**src/rtl/pulse_width_decoder_pkg.sv**
```systemverilog
`default_nettype none
// ============================================================================
// Module      : pulse_width_decoder_pkg
// Description : Shared types and default constants for the pulse width
//               decoder (FSM state encoding, counter width and width limits).
// Revision    : 1.0 - initial release
// ============================================================================
package pulse_width_decoder_pkg;

    // Measurement FSM states
    typedef enum logic [1:0] {
        ST_IDLE    = 2'd0,
        ST_MEASURE = 2'd1,
        ST_STUCK   = 2'd2
    } state_t;

    // Default configuration
    localparam int c_DEF_WIDTH_BITS = 8;
    localparam int c_DEF_MIN_WIDTH  = 1;
    localparam int c_DEF_MAX_WIDTH  = 200;

endpackage : pulse_width_decoder_pkg
`default_nettype wire

```
**src/rtl/pulse_input_sync.sv**
```systemverilog
`default_nettype none
// ============================================================================
// Module      : pulse_input_sync
// Description : Two-flop synchronizer for a single-bit asynchronous input,
//               with a parameterised reset value for both stages.
// Revision    : 1.0 - initial release
// ============================================================================
module pulse_input_sync #(
    parameter logic RESET_VALUE = 1'b1
) (
    input  logic clock,
    input  logic reset,
    input  logic i_async,
    output logic o_sync
);

    logic r_meta;
    logic r_sync;

    // Two back-to-back flops to resolve metastability on the raw line
    always_ff @(posedge clock) begin
        if (reset) begin
            r_meta <= RESET_VALUE;
            r_sync <= RESET_VALUE;
        end else begin
            r_meta <= i_async;
            r_sync <= r_meta;
        end
    end

    assign o_sync = r_sync;

endmodule : pulse_input_sync
`default_nettype wire

```
**src/rtl/pulse_width_decoder.sv**
```systemverilog
`default_nettype none
// ============================================================================
// Module      : pulse_width_decoder
// Description : Measures the high time of each pulse on a single-bit line in
//               clock cycles and delivers it through a single-entry
//               valid/ready holding register. Sticky flags report runt
//               pulses, stuck-high lines and dropped widths.
//               Build option: define PULSE_WIDTH_DECODER_SYNC_EN to pass
//               pulse_in through a 2-flop synchronizer (+2 cycles latency).
// Revision    : 1.0 - initial release
// ============================================================================
module pulse_width_decoder
    import pulse_width_decoder_pkg::*;
#(
    parameter int WIDTH_BITS = c_DEF_WIDTH_BITS,
    parameter int MIN_WIDTH  = c_DEF_MIN_WIDTH,
    parameter int MAX_WIDTH  = c_DEF_MAX_WIDTH
) (
    input  logic                  clock,
    input  logic                  reset,
    input  logic                  pulse_in,
    input  logic                  clear,
    output logic [WIDTH_BITS-1:0] width_out,
    output logic                  width_valid,
    input  logic                  width_ready,
    output logic                  runt,
    output logic                  timeout,
    output logic                  overrun,
    output logic                  busy
);

    localparam logic [WIDTH_BITS-1:0] c_MIN = WIDTH_BITS'(MIN_WIDTH);
    localparam logic [WIDTH_BITS-1:0] c_MAX = WIDTH_BITS'(MAX_WIDTH);
    localparam logic [WIDTH_BITS-1:0] c_ONE = WIDTH_BITS'(1);

    logic                  w_s;
    logic                  w_rise;
    logic                  w_handshake;
    logic                  r_prev;
    state_t                r_state;
    state_t                w_next_state;
    logic [WIDTH_BITS-1:0] r_cnt;
    logic [WIDTH_BITS-1:0] w_cnt_next;
    logic                  w_deliver;
    logic                  w_set_runt;
    logic                  w_set_timeout;
    logic [WIDTH_BITS-1:0] r_width;
    logic                  r_valid;
    logic                  r_runt;
    logic                  r_timeout;
    logic                  r_overrun;

`ifdef PULSE_WIDTH_DECODER_SYNC_EN
    pulse_input_sync #(
        .RESET_VALUE (1'b1)
    ) u_sync (
        .clock   (clock),
        .reset   (reset),
        .i_async (pulse_in),
        .o_sync  (w_s)
    );
`else
    assign w_s = pulse_in;
`endif

    // Previous sample; resets high so a line already high is ignored
    // until it has been seen low at least once
    always_ff @(posedge clock) begin
        if (reset) begin
            r_prev <= 1'b1;
        end else begin
            r_prev <= w_s;
        end
    end

    assign w_rise      = w_s & ~r_prev;
    assign w_handshake = r_valid & width_ready;

    // FSM state register
    always_ff @(posedge clock) begin
        if (reset) begin
            r_state <= ST_IDLE;
        end else begin
            r_state <= w_next_state;
        end
    end

    // Next state, counter update and delivery/flag requests
    always_comb begin
        w_next_state  = r_state;
        w_cnt_next    = r_cnt;
        w_deliver     = 1'b0;
        w_set_runt    = 1'b0;
        w_set_timeout = 1'b0;
        case (r_state)
            ST_IDLE: begin
                if (w_rise) begin
                    w_cnt_next   = c_ONE;
                    w_next_state = ST_MEASURE;
                end
            end
            ST_MEASURE: begin
                if (w_s) begin
                    // A pulse of exactly MAX_WIDTH is legal; one more trips
                    if (r_cnt < c_MAX) begin
                        w_cnt_next = r_cnt + c_ONE;
                    end else begin
                        w_set_timeout = 1'b1;
                        w_next_state  = ST_STUCK;
                    end
                end else begin
                    if (r_cnt < c_MIN) begin
                        w_set_runt = 1'b1;
                    end else begin
                        w_deliver = 1'b1;
                    end
                    w_next_state = ST_IDLE;
                end
            end
            ST_STUCK: begin
                if (!w_s) begin
                    w_next_state = ST_IDLE;
                end
            end
            default: begin
                w_next_state = ST_IDLE;
            end
        endcase
    end

    // Cycle counter, bounded by MAX_WIDTH so it never wraps
    always_ff @(posedge clock) begin
        if (reset) begin
            r_cnt <= '0;
        end else begin
            r_cnt <= w_cnt_next;
        end
    end

    // Single-entry holding register; a handshake frees the slot in the
    // same cycle a new width arrives
    always_ff @(posedge clock) begin
        if (reset) begin
            r_width <= '0;
            r_valid <= 1'b0;
        end else if (w_deliver) begin
            if (!r_valid || w_handshake) begin
                r_width <= r_cnt;
                r_valid <= 1'b1;
            end
        end else if (w_handshake) begin
            r_valid <= 1'b0;
        end
    end

    // Sticky status flags; a new set wins over a simultaneous clear
    always_ff @(posedge clock) begin
        if (reset) begin
            r_runt    <= 1'b0;
            r_timeout <= 1'b0;
            r_overrun <= 1'b0;
        end else begin
            if (w_set_runt) begin
                r_runt <= 1'b1;
            end else if (clear) begin
                r_runt <= 1'b0;
            end
            if (w_set_timeout) begin
                r_timeout <= 1'b1;
            end else if (clear) begin
                r_timeout <= 1'b0;
            end
            if (w_deliver && r_valid && !w_handshake) begin
                r_overrun <= 1'b1;
            end else if (clear) begin
                r_overrun <= 1'b0;
            end
        end
    end

    assign width_out   = r_width;
    assign width_valid = r_valid;
    assign runt        = r_runt;
    assign timeout     = r_timeout;
    assign overrun     = r_overrun;
    assign busy        = (r_state != ST_IDLE);

endmodule : pulse_width_decoder
`default_nettype wire

```
**config.mk**
```make
export PLATFORM = sky130hd
export DESIGN_NAME = pulse_width_decoder
export DESIGN_NICKNAME = d
export VERILOG_FILES = /design/src/rtl/pulse_width_decoder_pkg.sv /design/src/rtl/pulse_input_sync.sv /design/src/rtl/pulse_width_decoder.sv
export SDC_FILE = /design/constraint.sdc
export NUM_CORES = 1
export LEC_CHECK = 0
export ABC_AREA = 1
export BUFFER_PORTS_ARGS = -buffer_cell sky130_fd_sc_hd__buf_2
export CAP_MARGIN = 15
export CORE_UTILIZATION = 40
export CTS_CLUSTER_DIAMETER = 120
export CTS_CLUSTER_SIZE = 14
export DETAILED_ROUTE_END_ITERATION = 16
export GPL_ROUTABILITY_DRIVEN = 0
export GPL_TIMING_DRIVEN = 0
export PLACE_DENSITY = 0.56
export SYNTH_ARGS = -nofsm -noshare
export SYNTH_HDL_FRONTEND = slang
export SYNTH_SLANG_ARGS = --single-unit
```
**constraint.sdc**
```tcl
create_clock -name clock -period 2 [get_ports clock]
set_input_delay 0.2 -clock clock [delete_from_list [all_inputs] [get_ports clock]]
set_output_delay 0.2 -clock clock [all_outputs]
set_load 0.1 [all_outputs]
```
==> reports/qor.txt <==
Area delta synth->final: 12.7%
Die width: 55.3 um
Initial Util: 0.439
Minimum hold slack: 0.145 ns
Final setup TNS: 0 ns
Final hold vios: 0
Vias in the first global route: 825
Post-layout min period: 1.50 ns
Vias: 996
Largest net degree at the start of global routing: 13
Leak: 0.674 nW
IO buf count: 16
Total grt overflow: 0
Crit-path slowest cell: dfxtp_1
Setup Viol. Count Final: 0
Layout Skew: 0.00412 ns
CTS tree: yes
DR pass1 iterations: 4
CP bufs+invs: 2
Vias per cell: 4.63
Total Wirelength: 2.20 mm
Crit. End Element: primary output
Hold crit path type: in -> reg
I/O pins: 18
Reg clk slew, reported paths: 0.13 ns
Die area: 3060 um^2
Crit-path max FO: 5
Sink Count: 23
Family with the most delay on the worst path: buffers and inverters
Unrepaired setup endpoints after global routing: no
#FFs+latches synth: 23
Synth warn: 0
Cts repair resizes: 0
CTS Hold Bufs: 0
Global-route wire length before repair: 3.73 mm
Synth cell types: 22
Skew-Pair Late Insertion Delay: 0.31 ns
Max-cap violations: 0
Slew Limit Fails: 0
Final HPWL DP: 1.67 mm
Share of layout cells above drive strength 1: 0.216
ANT cells: 0
Post-CTS Repair Setup Buffers: 0
IR drop worst, VDD: 0.306 mV
Syn_nets: 172
Post-synthesis sequential area ratio: 0.405
Antenna-violating nets left: 0
Core Area: 2590 um^2
Mean Syn Cell Area: 6.89 um^2
Synthesized area: 1140 um^2
Number of DRC markers in iteration 0: 33
Worst-path cell chain: nor2_1, inv_1, buf_2
CP peak stage delay: 0.44 ns
Period Utilization, post-route: 0.752
Wire per inst: 10.2 um
H-tree depth: 1
CP startpoint kind: flip-flop
Initial antenna violation count: 0
Worst Path Arrival: 1.30 ns
Crit path kind: reg -> out
CP required: 1.80 ns
Fmax achieved: 665 MHz
Clock root buffer master: clkbuf_4
PD cells: 605 nW/um^2
DRC: 0
Row cnt: 18
Die Ht: 55.3 um
Tot GR Track Use: 0.151
Worst-Margin Slew: 0.486 ns
Layout net count: 193
Num CTS Buffers: 3
Relative slew slack: 0.678
Clk buf depth: 2
Outcome: completed
Synthesized instance count: 165
[power breakdown]
part / total, mW / leakage [nW] / internal, mW / switching, mW
registers: 0.470 / 0.186 / 0.465 / 0.00545
logic: 0.0832 / 0.473 / 0.0221 / 0.0611
clock network: 0.221 / 0.0150 / 0.0779 / 0.143
[flip-flops by register name, summed over array words and instances, names as in the netlist]
name and flops:
overrun 1, r_cnt 8, r_prev 1, r_state 2, runt 1, timeout 1, width_out 8, width_valid 1
[synth_stat cells]
master | number | share of area
ha_1 | 2 | 0.022
nand2_4 | 1 | 0.0099
buf_2 | 1 | 0.0044
inv_2 | 6 | 0.020
clkbuf_1 | 1 | 0.0033
nor2_2 | 1 | 0.0055
dfxtp_1 | 23 | 0.41
xnor2_1 | 1 | 0.0077
nand4_1 | 5 | 0.028
nand3_1 | 7 | 0.031
nor2_4 | 2 | 0.020
nand3b_1 | 1 | 0.0066
nand3_4 | 1 | 0.015
nor3_1 | 1 | 0.0044
inv_1 | 21 | 0.069
a21oi_1 | 9 | 0.040
nand2_1 | 43 | 0.14
buf_6 | 2 | 0.020
nor2_1 | 28 | 0.093
nand2_2 | 5 | 0.028
o21ai_0 | 2 | 0.0088
nand3_2 | 2 | 0.018
[final cells by class]
class                   instances  area (um^2)
fillers                       265         1310
repair buffers                 16         80.1
clock buffers                   4         26.3
inverters                      27          101
well taps                      30         37.5
plain buffers                   4         31.3
multi-input cells             111          543
flip-flops and latches         23          460
[placed cells by master (no fill, tap or decap)]
cell type,instances
clkbuf_4,3
ha_1,2
buf_2,17
inv_2,6
dfxtp_1,23
xnor2_1,1
nand3_4,1
nand3_2,2
nand2_2,5
nand2_4,1
clkbuf_1,2
a21oi_1,9
nand4_1,5
nand3_1,7
nor2_1,28
nand2_1,43
nor2_4,2
inv_1,21
nor3_1,1
nand3b_1,1
nor2_2,1
o21ai_0,2
buf_6,2
[metal layers]
metal | GRT usage | part of all wire | up-vias
met2 | 0.220 | 0.41 | 22
li1 | - | - | 543
met3 | 0.0234 | 0.038 | 4
met1 | 0.225 | 0.54 | 427
met4 | 0.0536 | 0.0082 | 0
met5 | 0 | 0 | -
[final timing paths]
path | start | end | slack (ns) | cells after the start
worst min-delay path | clear | overrun | 0.14 | 4
worst min register to register | overrun | overrun | 0.47 | 2
worst max-delay path | r_state[0] | busy | 0.50 | 3
worst max register to register | r_cnt[0] | width_out[7] | 0.53 | 9
[per-stage QoR]
| step | cells | instance area [um^2] | total power [mW] | utilization | setup slack, ns |
|---|---|---|---|---|---|
| floorplan | 165 | 1140 | 0.546 | - | 0.267 |
| global placement | 211 | 1250 | 0.564 | 0.484 | 0.571 |
| detailed placement | 211 | 1250 | 0.564 | 0.484 | 0.552 |
| CTS | 215 | 1280 | 0.783 | 0.494 | 0.482 |
| global route | 215 | 1280 | 0.809 | 0.494 | 0.414 |
| finish | 215 | 1280 | 0.774 | 0.494 | 0.497 |
[worst register-to-register path: stages, from the launching register on]
cell,delay (ns)
dfxtp_1,0.42
inv_1,0.09
ha_1,0.21
nand2_2,0.08
nor2_4,0.05
nand2_4,0.08
nand3_4,0.11
buf_6,0.17
nor2_1,0.11
nor2_1,0.06
[kinds of logic after synthesis]
kind of cell | share of synthesized area
simple gates | 0.400
buf+inv | 0.117
flops | 0.405
compound gates | 0.0485
fa+ha+maj | 0.0220
xor+xnor | 0.00771
Note: power is estimated with default switching activity, not from simulation.
